==> src/rtl/mem_port_arbiter.sv <==
// ---------------------------------------------------------------------------
// mem_port_arbiter
// Two-requester arbiter in front of a single-ported synchronous RAM.
// A request is granted only in IDLE. The granted access is then driven onto
// the RAM for exactly one cycle (ACC). A read then waits in RSP until the RAM
// data is valid and delivers it to the owning requester.
// Ties are broken round-robin using the last winner.
//
// Ports
//   clk_i, reset_i          clock, synchronous active-high reset
//   hold_i                  blocks new grants; an in-flight access completes
//   mN_req_i/we_i/addr_i/wdata_i   requester N access request fields
//   mN_gnt_o                one-cycle grant pulse (combinational, IDLE only)
//   mN_rvalid_o/rdata_o     read-data-valid pulse and held read data
//   ram_adr_o/wen_o/dat_o   shared RAM address, write enable, write data
//   ram_dat_i               RAM read data, READ_LAT cycles after the address
//   busy_o                  high in any state other than IDLE
// ---------------------------------------------------------------------------
module mem_port_arbiter #(
   parameter int ADDR_W   = 32,
   parameter int DATA_W   = 32,
   parameter int READ_LAT = 1
) (
   input  logic              clk_i,
   input  logic              reset_i,
   input  logic              hold_i,
   input  logic              m0_req_i,
   input  logic              m0_we_i,
   input  logic [ADDR_W-1:0] m0_addr_i,
   input  logic [DATA_W-1:0] m0_wdata_i,
   output logic              m0_gnt_o,
   output logic              m0_rvalid_o,
   output logic [DATA_W-1:0] m0_rdata_o,
   input  logic              m1_req_i,
   input  logic              m1_we_i,
   input  logic [ADDR_W-1:0] m1_addr_i,
   input  logic [DATA_W-1:0] m1_wdata_i,
   output logic              m1_gnt_o,
   output logic              m1_rvalid_o,
   output logic [DATA_W-1:0] m1_rdata_o,
   output logic [ADDR_W-1:0] ram_adr_o,
   output logic              ram_wen_o,
   output logic [DATA_W-1:0] ram_dat_o,
   input  logic [DATA_W-1:0] ram_dat_i,
   output logic              busy_o
);

   typedef enum logic [1:0] {IDLE, ACC, RSP} state_t;

   // Extra RSP cycles to wait before the RAM data is valid.
   localparam logic [1:0] LAT_M1 = 2'(READ_LAT - 1);

   state_t              state_q, state_d;
   logic                last_q, last_d;
   logic                owner_q, owner_d;
   logic                we_q, we_d;
   logic [ADDR_W-1:0]   adr_q, adr_d;
   logic [DATA_W-1:0]   dat_q, dat_d;
   logic [1:0]          cnt_q, cnt_d;
   logic [DATA_W-1:0]   rdata0_q, rdata0_d;
   logic [DATA_W-1:0]   rdata1_q, rdata1_d;

   logic grantAllowed;
   logic pick1;
   logic rspDone;

   // Grant decision. On a tie m1 wins only when m0 won last time.
   // Grants are suppressed while reset is asserted.
   assign grantAllowed = (state_q == IDLE) && !hold_i && !reset_i;
   assign pick1        = m1_req_i && (!m0_req_i || !last_q);
   assign m0_gnt_o     = grantAllowed && m0_req_i && !pick1;
   assign m1_gnt_o     = grantAllowed && pick1;

   // Read completion is flagged in the last RSP cycle.
   // The RAM data is forwarded straight through so rdata and rvalid line up.
   assign rspDone      = (state_q == RSP) && (cnt_q == 2'd0) && !reset_i;
   assign m0_rvalid_o  = rspDone && !owner_q;
   assign m1_rvalid_o  = rspDone && owner_q;
   assign m0_rdata_o   = m0_rvalid_o ? ram_dat_i : rdata0_q;
   assign m1_rdata_o   = m1_rvalid_o ? ram_dat_i : rdata1_q;

   // The address and data registers only change at a grant.
   // They therefore hold their last values outside ACC without extra muxing.
   assign ram_adr_o    = adr_q;
   assign ram_dat_o    = dat_q;
   assign ram_wen_o    = (state_q == ACC) && we_q && !reset_i;
   assign busy_o       = (state_q != IDLE);

   always_comb begin
      state_d  = state_q;
      last_d   = last_q;
      owner_d  = owner_q;
      we_d     = we_q;
      adr_d    = adr_q;
      dat_d    = dat_q;
      cnt_d    = cnt_q;
      rdata0_d = rdata0_q;
      rdata1_d = rdata1_q;
      case (state_q)
         IDLE: begin
            if (m0_gnt_o || m1_gnt_o) begin
               state_d = ACC;
               owner_d = pick1;
               last_d  = pick1;
               we_d    = pick1 ? m1_we_i    : m0_we_i;
               adr_d   = pick1 ? m1_addr_i  : m0_addr_i;
               dat_d   = pick1 ? m1_wdata_i : m0_wdata_i;
            end
         end
         ACC: begin
            state_d = we_q ? IDLE : RSP;
            cnt_d   = LAT_M1;
         end
         RSP: begin
            if (cnt_q == 2'd0) begin
               state_d = IDLE;
               if (owner_q) rdata1_d = ram_dat_i;
               else         rdata0_d = ram_dat_i;
            end else begin
               cnt_d = cnt_q - 2'd1;
            end
         end
         default: state_d = IDLE;
      endcase
   end

   // Reset aborts any in-flight access.
   // It also leaves m0 the winner of the first tie.
   always_ff @(posedge clk_i) begin
      if (reset_i) begin
         state_q  <= IDLE;
         last_q   <= 1'b1;
         owner_q  <= 1'b0;
         we_q     <= 1'b0;
         adr_q    <= '0;
         dat_q    <= '0;
         cnt_q    <= 2'd0;
         rdata0_q <= '0;
         rdata1_q <= '0;
      end else begin
         state_q  <= state_d;
         last_q   <= last_d;
         owner_q  <= owner_d;
         we_q     <= we_d;
         adr_q    <= adr_d;
         dat_q    <= dat_d;
         cnt_q    <= cnt_d;
         rdata0_q <= rdata0_d;
         rdata1_q <= rdata1_d;
      end
   end

endmodule

==> config.mk <==
export PLATFORM = sky130hd
export DESIGN_NAME = mem_port_arbiter
export DESIGN_NICKNAME = d
export VERILOG_FILES = /design/src/rtl/mem_port_arbiter.sv
export SDC_FILE = /design/constraint.sdc
export NUM_CORES = 1
export LEC_CHECK = 0
export BUFFER_PORTS_ARGS = -buffer_cell sky130_fd_sc_hd__buf_2
export CAP_MARGIN = 20
export CELL_PAD_IN_SITES_DETAIL_PLACEMENT = 1
export CELL_PAD_IN_SITES_GLOBAL_PLACEMENT = 2
export CORE_ASPECT_RATIO = 1.5
export CORE_UTILIZATION = 24
export CTS_CLUSTER_DIAMETER = 30
export CTS_CLUSTER_SIZE = 28
export DETAILED_ROUTE_END_ITERATION = 12
export GPL_TIMING_DRIVEN = 0
export PLACE_DENSITY_LB_ADDON = 0.12
export SLEW_MARGIN = 20
export SYNTH_ARGS = -nofsm -noshare
export SYNTH_HDL_FRONTEND = slang
export SYNTH_SLANG_ARGS = --single-unit
==> constraint.sdc <==
create_clock -name clk_i -period 1.8 [get_ports clk_i]
set_clock_uncertainty 0.1 [all_clocks]
set_input_delay 0.09 -clock clk_i [delete_from_list [all_inputs] [get_ports clk_i]]
set_output_delay 0.09 -clock clk_i [all_outputs]
set_load 0.02 [all_outputs]
# Word-level counts from Yosys, hierarchy flattened
# Cells that the tools add are included.
# W data, S select, Z words.
# word_totals
ff_bits,135
inputBits,167
out_inout_bits,134
word_cells,56
# classes
n_addsub,1
eq_ne,5
n_mux,11
bitwise_logic,1
n_reduce_logical,29
# op_table
op,n
$mux W32,4
$logic_and A1 B1 Y1,12
$mux W2,4
$logic_not A1 Y1,6
$pmux W2 S3,1
$reduce_and A2 Y1,3
$reduce_and A3 Y1,2
$logic_not A2 Y1,2
$ne A2 B1 Y1 const B,2
$pmux W2 S2,1
$reduce_bool A2 Y1,2
$eq A2 B1 Y1 const B,1
$eq A2 B2 Y1 const B,1
$logic_or A1 B1 Y1,2
$ne A2 B2 Y1 const B,1
$sub A2 B1 Y2 const B,1
$mux W1,1
$not A1 Y1,1

# Depth between registers and ports, before layout
# logic_depth
ltp_word,8
mapped_depth,8
mapped_depth_nobuf,6

# Worst setup path after synthesis
# Ideal clock, no wire load.
# synth_path
kind,reg2out
from,register state_q[0]
to,output m1_rdata_o[14]
arrival_time_ns,1.737
required_ns,1.610
slack_ns,-0.127
path_stages_with_launch,8
n_path_buf,2
cell_sequence,dfxtp_1 inv_1 ha_1 nand2_1 nor3b_1 buf_2 buf_2 mux2_2
# synth_via
elab_chain_cells,5
# synth_rtl
element,line_no,text
start: declaration,53,"state_t state_q, state_d;"
start signal: assignment,141,state_q <= state_d;
$eq A2 B2 Y1,76,assign rspDone = (state_q == RSP) && (cnt_q == 2'd0) && !reset_i;
$logic_and A1 B1 Y1 (2 in a row),76,
$logic_and A1 B1 Y1,78,assign m1_rvalid_o = rspDone && owner_q;
$mux W32,80,assign m1_rdata_o = m1_rvalid_o ? ram_dat_i : rdata1_q;
end: declaration,40,"output logic [DATA_W-1:0] m1_rdata_o,"
# No other way between the ends.

# Worst setup path in the final report
# layout_path
from,register state_q[0]
to,output m1_rdata_o[30]
# Same word-level chain as after synthesis.

==> flow_metrics.py <==
metrics = {
    "status": {
        "status": "finished, violations left",
        "violations": "setup timing",
    },
    "placed_design": {
        "placedCellCount": 1258,
        "dp_hpwl_um": 17470,
        "gp_congestion": 0.7320,
        "portBuffers": 299,
        "placed_area_um2": 8098,
    },
    "route": {
        "wl_met3_um": 1285,
        "met1_length_um": 9820,
        "wirelength_um": 26200,
        "drt-initial-drc-count": 199,
        "maxUsedRoutingLayer": "met4",
        "routed_via_density": 4.526,
        "route.vias.total": 6821,
        "wl_per_cell_um": 17.39,
        "final_antenna_net_count": 0,
        "drcViolationCount": 0,
        "firstDrtPassIters": 4,
        "wl_met2_um": 14550,
    },
    "global_route": {
        "antenna_found_initial": 0,
        "gr-total-overflow": 0,
        "grt_pass1_vias": 7550,
        "grt_usage": 0.1999,
        "grt_pass1_wl_um": 40370,
        "grt_max_degree": 17,
    },
    "power": {
        "p_int_w": 0.007479,
        "seqPwrFrac": 0.321,
        "clkPwrFrac": 0.339,
        "p_sw_w": 0.003391,
        "comb_power_share": 0.340,
        "power_density_nw_per_um2": 895.4,
        "fin_total_pwr_w": 0.01087,
        "p_sw_frac": 0.3120,
        "leakage_nw": 5.404,
        "max-vdd-ir-drop_mv": 0.6855,
    },
    "critical_path": {
        "worstSetupStartpoint": "state_q[0]",
        "critPathRequiredTime_ps": 1610,
        "cp_slowest_stage_delay_ps": 340,
        "cp-end-kind": "output port",
        "crit_fanout": 8,
        "worst-path-buf-inv": 5,
        "timing.rr.start": "state_q[1]",
        "worstPathArrival_ps": 2090,
        "crit_type": "reg2out",
        "startpoint_type": "flop",
        "path_cells": "inv_4 > ha_4 > nand2_4 > nor3b_4 > buf_6 > buf_12 > buf_12 > mux2_4 > buf_6",
        "critPathSlowestCell": "dfxtp_2",
        "crit_family": "buffers and inverters",
    },
    "yosys": {
        "synth_most_common_cell": "nand2_1",
        "ys_types": 29,
        "ys_seq_area_frac": 0.4410,
        "syn_inst": 631,
        "syn_nets": 803,
        "synthArstFlopShare": 0,
        "ys_ff_latch": 135,
        "avgSynthCellArea_um2": 9.712,
        "netlist_top_cells_area": "dfxtp_1 44%, mux2_2 12%, a311oi_2 9.8%",
        "yosys-top-cells-count": "136 x nand2_1, 135 x dfxtp_1, 75 x nor2_1",
        "yosysWarningCount": 0,
        "netlist_area_um2": 6128,
        "synth-edff-count": 0,
        "yosysTopAreaCellShare": 0.4410,
        "ys.flop_type": "dfxtp_1",
        "synth_area_leader_cell": "dfxtp_1",
    },
    "cells_and_area": {
        "drive_gt1_frac": 0.5038,
        "antennaDiodeCount": 0,
        "fill_cells": 2830,
        "post-route-cell-area_um2": 12140,
        "nets": 1338,
        "fin_cells": 1507,
        "area_growth_pct": 98.10,
    },
    "floorplan": {
        "rows": 71,
        "die_width_um": 132.5,
        "boundaryPins": 301,
        "die-height_um": 197.7,
        "start_util": 0.2446,
        "die_area_um2": 26190,
        "coreArea_um2": 25050,
    },
    "clock_network": {
        "h-tree-depth": 4,
        "cts_tree": "built",
        "cts-root-buf": "clkbuf_16",
        "max-clock-path-buffers": 2,
        "cts_sinks": 135,
        "clk_pin_slew_ps": 60,
        "clock_latency_ps": 430,
        "numCtsBuffers": 17,
    },
    "sta": {
        "tightest_slew_ps": 762.8,
        "min_period_ps": 2281,
        "finalCritPeriodShare": 1.267,
        "relSlewSlack": 0.4914,
        "fmax_ghz": 0.4384,
        "finalSetupViolCount": 163,
        "fin_ws_ps": -481.2,
        "rsz0062_at_grt": "yes",
        "hold_viol": 0,
        "drv_slew": 0,
    },
    "min_path": {
        "hp-start": "m1_req_i",
        "hold_class": "in2reg",
    },
    "run": {
        "max-cap-violations": 0,
    },
}
[stage by stage]
| stage | utilization | worst slack [ps] | TNS, ps | hold slack [ps] |
|---|---|---|---|---|
| after floorplan | - | -24.71 | -291.4 | 122.6 |
| after global placement | 0.3232 | -426.5 | -48130 | 253.2 |
| after detailed placement | 0.3232 | -439.0 | -52100 | 256.0 |
| after CTS | 0.4674 | -543.4 | -61910 | 21.46 |
| after global routing | 0.4846 | -574.0 | -65830 | 38.71 |
| final | 0.4846 | -481.2 | -50640 | 35.48 |
[worst paths after layout]
check | endpoint | slack (ps) | cells after the start
worst max-delay path | m1_rdata_o[30] | -480 | 9
worst min-delay path | owner_q | 40 | 4
worst max register to register | ram_adr_o[14] | -350 | 10
worst min register to register | rdata0_q[2] | 370 | 1
[per-layer routing]
layer	vias up	track usage
li1	3343	-
met1	3250	0.2038
met2	198	0.3881
met3	30	0.05069
met4	0	0.07109
met5	-	0
[logic make-up after synthesis]
kind of cell	count (synthesis)	share of synthesized area
fa+ha+maj	5	0.01021
mux	66	0.1209
flops	135	0.4410
buf+inv	64	0.05022
simple gates	223	0.1439
compound gates	138	0.2338
[final cells by class]
class                           count  area (um^2)  area share
Clock inverter                     12        150.1     0.01237
Tap cell                          328        410.4     0.03380
Inverter                            6        30.03    0.002473
Sequential cell                   135         2710      0.2232
Clock buffer                       20        466.7     0.03844
Multi-Input combinational cell    432         3566      0.2937
Buffer                             53        483.0     0.03978
Timing Repair Buffer              521         4324      0.3562
[worst reg2reg max path, delay by kind of cell (launching register included)]
kind,cells,cell delay (ps)
flops,1,350
fa+ha+maj,1,120
simple gates,2,650
buf+inv,6,700
compound gates,1,80
[power by group through the flow]
stage,Clock [W],Sequential [W],Combinational [W]
global placement,0,0.00351,0.00247
global route,0.00393,0.00353,0.00397
finish,0.00369,0.00349,0.00369
CTS,0.00380,0.00347,0.00350
detailed placement,0,0.00351,0.00248
floorplan,0,0.00374,0.00134
[what timing repair did]
| item | CTS | global route |
|---|---|---|
| endpoints found under the hold margin | 132 | 0 |
| resized for setup | 203 | 163 |
| gates cloned | 13 | 3 |
| setup buffers | 31 | 22 |
| hold buffers | 166 | 0 |
| setup endpoints to repair | 198 | 194 |
| pin swaps | 39 | 39 |
[cells in the final DEF, fill, tap and decap left out, drive strengths merged, types with 2 or more instances in the layout]
cell,n
buf,380
dlygate4sd3,166
nand2,136
dfxtp,135
nor2,76
a311oi,65
a22o,64
mux2,64
clkbuf,48
clkinv,6
inv,6
a21oi,5
ha,5
nand2b,3
clkinvlp,3
bufinv,3
mux2i,2
nor3b,2
or3b,2
[flip-flops by register name, indices dropped and copies added, names as in the netlist]
name	cells
state_q	2
cnt_q	2
rdata0_q	32
ram_dat_o	32
rdata1_q	32
ram_adr_o	32
owner_q	1
we_q	1
last_q	1
Note: power is estimated with default switching activity, not from simulation.
